$ cat src/rtl/switch_mcu_ex_upper_imm.sv
// U-type execute unit: computes LUI/AUIPC results and buffers them in a small
// writeback FIFO that drains into the register file under in_wready backpressure.
module switch_mcu_ex_upper_imm #(
    parameter int unsigned XLEN    = 32,
    parameter int unsigned DEPTH   = 2,
    parameter int unsigned PC_OFS  = 4,
    parameter int unsigned X0_DROP = 1
) (
    input  logic                         in_clk,
    input  logic                         in_rst,
    input  logic                         in_flush,
    input  logic                         in_valid,
    output logic                         out_in_ready,
    input  logic [XLEN-1:0]              in_pc_reg,
    input  logic                         in_lui,
    input  logic                         in_auipc,
    input  logic [19:0]                  in_imm_type_u,
    input  logic [4:0]                   in_rd,
    output logic                         out_wvalid,
    input  logic                         in_wready,
    output logic [4:0]                   out_waddr,
    output logic                         out_wen,
    output logic [XLEN-1:0]              out_wdata,
    output logic                         out_err,
    output logic [$clog2(DEPTH):0]       out_count
);

    localparam int unsigned PTR_W = (DEPTH > 1) ? $clog2(DEPTH) : 1;
    localparam int unsigned CNT_W = $clog2(DEPTH) + 1;

    logic [4:0]      mem_rd   [DEPTH];
    logic [XLEN-1:0] mem_data [DEPTH];

    logic [PTR_W-1:0] wr_ptr;
    logic [PTR_W-1:0] rd_ptr;
    logic [CNT_W-1:0] count;
    logic             err_q;

    logic             accept;
    logic             illegal;
    logic             enq;
    logic             deq;
    logic             rd_is_x0;
    logic [31:0]      base32;
    logic [XLEN-1:0]  base;
    logic [XLEN-1:0]  result;

    // Handshake and classification of the offered op
    always_comb begin
        accept   = in_valid && out_in_ready && !in_flush;
        illegal  = in_lui && in_auipc;
        rd_is_x0 = (X0_DROP != 0) && (in_rd == 5'd0);
        enq      = accept && (in_lui ^ in_auipc) && !rd_is_x0;
        deq      = out_wvalid && in_wready;
    end

    // Upper-immediate datapath; base is sign-extended from bit 31
    always_comb begin
        base32 = {in_imm_type_u, 12'b0};
        base   = XLEN'($signed(base32));
        result = base;
        if (in_auipc) begin
            result = base + in_pc_reg - XLEN'(PC_OFS);
        end
    end

    // Queue control: pointers wrap naturally since DEPTH is a power of two
    always_ff @(posedge in_clk or negedge in_rst) begin
        if (!in_rst) begin
            wr_ptr <= '0;
            rd_ptr <= '0;
            count  <= '0;
            err_q  <= 1'b0;
        end else begin
            err_q <= accept && illegal;
            if (in_flush) begin
                wr_ptr <= '0;
                rd_ptr <= '0;
                count  <= '0;
            end else begin
                if (enq) begin
                    wr_ptr <= wr_ptr + PTR_W'(1);
                end
                if (deq) begin
                    rd_ptr <= rd_ptr + PTR_W'(1);
                end
                count <= count + CNT_W'(enq) - CNT_W'(deq);
            end
        end
    end

    // Entry storage needs no reset: contents are masked while count is zero
    always_ff @(posedge in_clk) begin
        if (enq) begin
            mem_rd[wr_ptr]   <= in_rd;
            mem_data[wr_ptr] <= result;
        end
    end

    // Write port is driven only from registered state
    always_comb begin
        out_count    = count;
        out_in_ready = (count != CNT_W'(DEPTH));
        out_wvalid   = (count != '0);
        out_wen      = out_wvalid;
        out_err      = err_q;
        out_waddr    = '0;
        out_wdata    = '0;
        if (out_wvalid) begin
            out_waddr = mem_rd[rd_ptr];
            out_wdata = mem_data[rd_ptr];
        end
    end

endmodule
$ cat config.mk
export PLATFORM = sky130hd
export DESIGN_NAME = switch_mcu_ex_upper_imm
export DESIGN_NICKNAME = d
export VERILOG_FILES = /design/src/rtl/switch_mcu_ex_upper_imm.sv
export SDC_FILE = /design/constraint.sdc
export NUM_CORES = 1
export LEC_CHECK = 0
export BUFFER_PORTS_ARGS = -buffer_cell sky130_fd_sc_hd__buf_2
export CAP_MARGIN = 20
export CORE_MARGIN = 5
export CORE_UTILIZATION = 40
export CTS_CLUSTER_SIZE = 12
export DETAILED_ROUTE_END_ITERATION = 6
export SETUP_SLACK_MARGIN = 0.3
export SYNTH_ARGS = -nofsm -noshare
export SYNTH_HDL_FRONTEND = slang
export SYNTH_SLANG_ARGS = --single-unit
export TNS_END_PERCENT = 20
$ cat constraint.sdc
create_clock -name in_clk -period 3.78 [get_ports in_clk]
set_input_delay 0.378 -clock in_clk [delete_from_list [all_inputs] [get_ports in_clk]]
set_output_delay 0.378 -clock in_clk [all_outputs]
set_load 0.01 [all_outputs]
Word level (Yosys, flattened, before mapping) --
Memory sizes are Yosys's and may differ from the RTL's. Index checks and enable logic that the tools add are counted. W data, S select, Z words.
Word-level totals: flip-flop bits (word level) 5, memory bits (writable) 74, input bits 64, memories kept 2
Memory list:
- mem_data | depth 2, bits a word 32, rd ports 1, clocked after memory_dff 0, wr ports 1, line 32 | logic [XLEN-1:0] mem_data [DEPTH];
- mem_rd | depth 2, bits a word 5, rd ports 1, clocked after memory_dff 0, wr ports 1, line 31 | logic [4:0] mem_rd [DEPTH];
Cells by class: $add $sub $neg 6, equality and inequality tests 1, muxes and demuxes 10, bitwise logic cells 1, reductions and logical operators 13
Operators by type and width (number):
- $mux W32 | 2
- $add A32 B32 Y32 | 1
- $sub A32 B3 Y32 const B | 1
- $logic_and A1 B1 Y1 | 7
- $mux W1 | 6
- $reduce_bool A2 Y1 | 3
- $logic_not A5 Y1 | 1
- $mux W5 | 1
- $add A1 B1 Y1 const B | 2
- $add A2 B1 Y2 | 1
- $logic_not A1 Y1 | 2
- $mux W2 | 1
- $ne A2 B2 Y1 const B | 1
- $sub A2 B1 Y2 | 1
- $xor A1 B1 Y1 | 1

Longest topological paths before layout --
depth after elaboration 8, depth in mapped cells 12

Worst setup path before layout --
OpenSTA, ideal clock, no wires.
path kind register -> register, start point reg count[0], in the netlist out_count[0], end point mem mem_data[0][0] (enable), setup time 431 ps, arrival time 2522 ps, data required time 3349 ps, setup slack 826 ps, cell stages (with the launch flop) 5, path buffers 0, period minus slack after synthesis 2954 ps, cell sequence dfrtp_1 -> nand2b_1 -> and3b_1 -> o211ai_1 -> nor2_1
On the way: longest elaborated chain between the ends 7
RTL lines:
- from (decl) | line 36 | logic [CNT_W-1:0] count;
- from (signal assigned) | line 87 | count <= count + CNT_W'(enq) - CNT_W'(deq);
- $ne A2 B2 Y1 | line 103 | out_in_ready = (count != CNT_W'(DEPTH));
- named net out_in_ready | line 13 | output logic out_in_ready,
- $logic_and A1 B1 Y1 (2 in a row) | line 50 | accept = in_valid && out_in_ready && !in_flush;
- $logic_and A1 B1 Y1 (2 in a row) | line 53 | enq = accept && (in_lui ^ in_auipc) && !rd_is_x0;
- $mux W1 | line 94 | if (enq) begin
- $mux W1 (implied by the code) | line 96 | mem_data[wr_ptr] <= result;
- to (decl) | line 32
The timed path passes the listed nets, and every way through them passes these cells.

Worst setup path in the final report --
start point in in_imm_type_u[4], end point mem mem_data[1][31], data pin
On the way: longest elaborated chain between the ends 3
RTL lines:
- from (decl) | line 17 | input logic [19:0] in_imm_type_u,
- $add A32 B32 Y32 | line 63 | result = base + in_pc_reg - XLEN'(PC_OFS);
- $sub A32 B3 Y32 | line 63
- $mux W32 | line 62 | if (in_auipc) begin
- named net result[31] | line 46 | logic [XLEN-1:0] result;
The timed path passes the listed nets, and every way through them passes these cells.

==> PnR_summary.wiki <==
{| class="wikitable"
! Metric !! Value
|-
| Layout fillers || 1239
|-
| Count of TritonRoute iterations in the first routing pass || 4
|-
| Post-synthesis instance total || 555
|-
| Final Instance Area || 0.00653 sq mm
|-
| Setup crit end kind || flip-flop
|-
| Number of DRC markers in iteration 0 || 252
|-
| Post-route setup TNS || 0 ns
|-
| Period minus WS final || 2.79 ns
|-
| Die Width || 126 um
|-
| Relative slew margins || 56.8%
|-
| Antenna fix cells || 0
|-
| Clock network latency to the later pin of the worst-skew pair || 0.33 ns
|-
| Endpoint arrival time on the critical path || 2.87 ns
|-
| Number of enable flip-flop cells after synthesis || 74
|-
| CTS buffer count || 9
|-
| Leakage power figure || 2.99 nW
|-
| Number of storage elements in the synthesis netlist || 79
|-
| Proportion of netlist area held by the largest area contributor || 41.0%
|-
| Count of final max-slew check failures || 0
|-
| Die Footprint || 0.0160 sq mm
|-
| Proportion of synthesized chip area in sequential cells || 43.3%
|-
| Placement Setup Slack || 0.668 ns
|-
| Cell area after synthesis || 0.00542 sq mm
|-
| Pin count of the biggest net entering global routing || 39
|-
| Post-Route Hold Slack || 0.252 ns
|-
| Final Setup Violations || 0
|-
| Max-cap violations || 0
|-
| Number of global-route vias before repair || 4161
|-
| Mean post-synth cell area || 9.77 sq um
|-
| Yosys warning count || 0
|-
| Worst Path Required || 3.86 ns
|-
| Cells taking the most area after synthesis || sky130_fd_sc_hd__edfxtp_1 41%, sky130_fd_sc_hd__ha_1 12%, sky130_fd_sc_hd__mux2i_1 8.1%
|-
| Total nets after synthesis || 670
|-
| Final hold violation count || 0
|-
| Number of gates resized after cts || 0
|-
| Worst-path clk slew || 0.06 ns
|-
| Placeable core region || 0.0133 sq mm
|-
| Number of port buffers || 106
|-
| Total Routed Length || 12.5 mm
|-
| Total number of vias || 4263
|-
| Clock sinks || 79
|-
| Fraction of registers with async set or reset after synthesis || 6.33%
|-
| Startpoint type of the worst setup path || primary input
|-
| Post-layout worst setup margin || 0.988 ns
|-
| Number of setup buffers added after CTS || 0
|-
| Antenna violations before repair || 0
|-
| Top library cells by usage in the layout, fill and taps aside || 106 x sky130_fd_sc_hd__buf_2, 92 x sky130_fd_sc_hd__inv_1, 74 x sky130_fd_sc_hd__edfxtp_1
|-
| Power density relative to cell area || 493 mW/mm^2
|-
| Wire length of the first global-routing pass || 20.3 mm
|-
| Final core occ || 49.1%
|-
| Fraction of layout instances using a drive strength above 1 || 20.2%
|-
| Growth of design area from synthesis to finish || 20.3%
|-
| Last weighted congestion value of the routability-driven placer || 0.874
|-
| Result of the run || finished, final reports clean
|-
| Via-to-Cell Ratio || 5.08
|-
| Layout Cells excl Fill || 840
|-
| Worst Skew || 0.00434 ns
|-
| Cell at the root of the clock tree || sky130_fd_sc_hd__clkbuf_16
|-
| Die height || 126 um
|-
| Antenna-violating nets left || 0
|-
| Predominant post-synthesis flop cell || sky130_fd_sc_hd__edfxtp_1
|-
| Gr usage total || 15.6%
|-
| Crit Path Max Fanout || 5
|-
| Placed Cells || 821
|-
| TritonCTS clock tree || yes
|-
| Routed length per instance || 14.9 um
|-
| Number of primary I/O pins || 107
|-
| Upper clock frequency limit || 0.358 GHz
|-
| Residual DRC || 0
|-
| Post-synthesis cell type with the largest combined area || sky130_fd_sc_hd__edfxtp_1
|-
| Worst min-delay path class || primary input to flip-flop
|-
| Total cell area at the placement stage || 0.00613 sq mm
|-
| Most common cell after layout, fill and taps aside || sky130_fd_sc_hd__buf_2
|-
| Global route overflow || 0
|-
| Overall power after layout || 3.22 mW
|-
| RSZ-0062 raised after global routing || false
|-
| Part of the cycle the worst path needs || 73.9%
|-
| Site row count || 42
|-
| Clock Tree Buf Depth || 2
|-
| Nets || 774
|-
| Slew at the pin with the worst max-slew slack || 0.646 ns
|-
| Initial Utilization || 40.8%
|-
| Number of levels the H-tree was split into || 3
|-
| Critical path start-end classification || primary input to flip-flop
|-
| Number of unique standard cell types used by synthesis || 51
|-
| Worst vdd rail ir drop || 0.000237 V
|-
| Detailed-placement wirelength estimate || 9.56 mm
|}
## layer usage
metal / global-route usage [%] / vias up / wire (um)
met4: 5.49 / 0 / 188
li1: - / 2135 / -
met3: 3.45 / 13 / 743
met2: 24.8 / 128 / 5790
met1: 21.2 / 1987 / 5800
met5: 0 / - / 0
## final cells by class
type                       count  area [sq um]  share of cell area (%)
inverter                      92           345                    5.29
sequential                    79          2350                    36.0
tap                          176           220                    3.37
timing repair buffer         112           611                    9.35
clock buffer                   9           225                    3.45
clock inverter                 7           111                    1.71
multi-input combinational    365          2670                    40.8
## where the power goes
part | switching [mW] | internal (mW) | total [mW]
combinational | 0.694 | 0.484 | 1.18
clock | 0.323 | 0.639 | 0.962
sequential | 0.0449 | 1.03 | 1.08
total | 1.06 | 2.16 | 3.22
## cell usage after synthesis, types with 3 or more instances
master / instances
sky130_fd_sc_hd__a211oi_1: 3
sky130_fd_sc_hd__a21o_1: 18
sky130_fd_sc_hd__a21oi_1: 27
sky130_fd_sc_hd__and2_1: 7
sky130_fd_sc_hd__and3_1: 3
sky130_fd_sc_hd__buf_1: 3
sky130_fd_sc_hd__clkbuf_1: 14
sky130_fd_sc_hd__dfrtp_1: 5
sky130_fd_sc_hd__edfxtp_1: 74
sky130_fd_sc_hd__ha_1: 50
sky130_fd_sc_hd__inv_1: 92
sky130_fd_sc_hd__mux2i_1: 44
sky130_fd_sc_hd__nand2_1: 21
sky130_fd_sc_hd__nand2b_1: 8
sky130_fd_sc_hd__nand3_1: 5
sky130_fd_sc_hd__nand4_1: 4
sky130_fd_sc_hd__nor2_1: 74
sky130_fd_sc_hd__nor3_1: 7
sky130_fd_sc_hd__o2111ai_1: 4
sky130_fd_sc_hd__o211ai_1: 3
sky130_fd_sc_hd__o21a_1: 7
sky130_fd_sc_hd__o21ai_0: 15
sky130_fd_sc_hd__o21bai_1: 3
sky130_fd_sc_hd__o31ai_1: 3
sky130_fd_sc_hd__or3_1: 4
sky130_fd_sc_hd__or4_1: 3
sky130_fd_sc_hd__xnor2_1: 16
sky130_fd_sc_hd__xor2_1: 8
## worst max-delay path: stages
cell and delay [ns]:
sky130_fd_sc_hd__buf_2 0.09, sky130_fd_sc_hd__inv_1 0.04, sky130_fd_sc_hd__ha_1 0.26, sky130_fd_sc_hd__inv_1 0.04
sky130_fd_sc_hd__ha_1 0.35, sky130_fd_sc_hd__a21oi_1 0.20, sky130_fd_sc_hd__o21ai_1 0.12, sky130_fd_sc_hd__a2111o_1 0.40
sky130_fd_sc_hd__and3_1 0.18, sky130_fd_sc_hd__or4_1 0.52, sky130_fd_sc_hd__a31oi_1 0.18, sky130_fd_sc_hd__xor2_1 0.11
## flip-flops by register name, indices dropped and copies added, names as in the netlist
name,cells
mem_data,64
mem_rd,10
out_count,2
out_err,1
rd_ptr,1
wr_ptr,1
## cell families (layout without fill, tap and decap cells)
logic type,count (synthesis),after routing,share of synthesized area (%)
simple gates,142,142,11.9
buf+inv,111,220,7.89
compound gates,104,104,13.1
mux,44,44,8.12
fa+ha+maj,51,51,11.9
flops,79,79,43.3
xor+xnor,24,24,3.88
## final timing paths
kind | start | to | slack (ns) | depth (start not counted)
worst max-delay path | in_imm_type_u[4] | mem_data[1][31] | 0.99 | 12
worst min-delay path | in_rd[4] | mem_rd[1][4] | 0.25 | 1
worst max register to register | out_count[0] | out_count[1] | 1.68 | 9
worst min register to register | wr_ptr | mem_data[0][23] | 0.67 | 1
max in group asynchronous | in_rst | rd_ptr | 3.23 | 2
min in group asynchronous | in_rst | wr_ptr | 0.40 | 2
## what timing repair did
item	CTS	global route
hold buffers	1	0
endpoints found under the hold margin	5	0
endpoints found under the setup margin	0	0
Power figures use the tool's default switching activity.
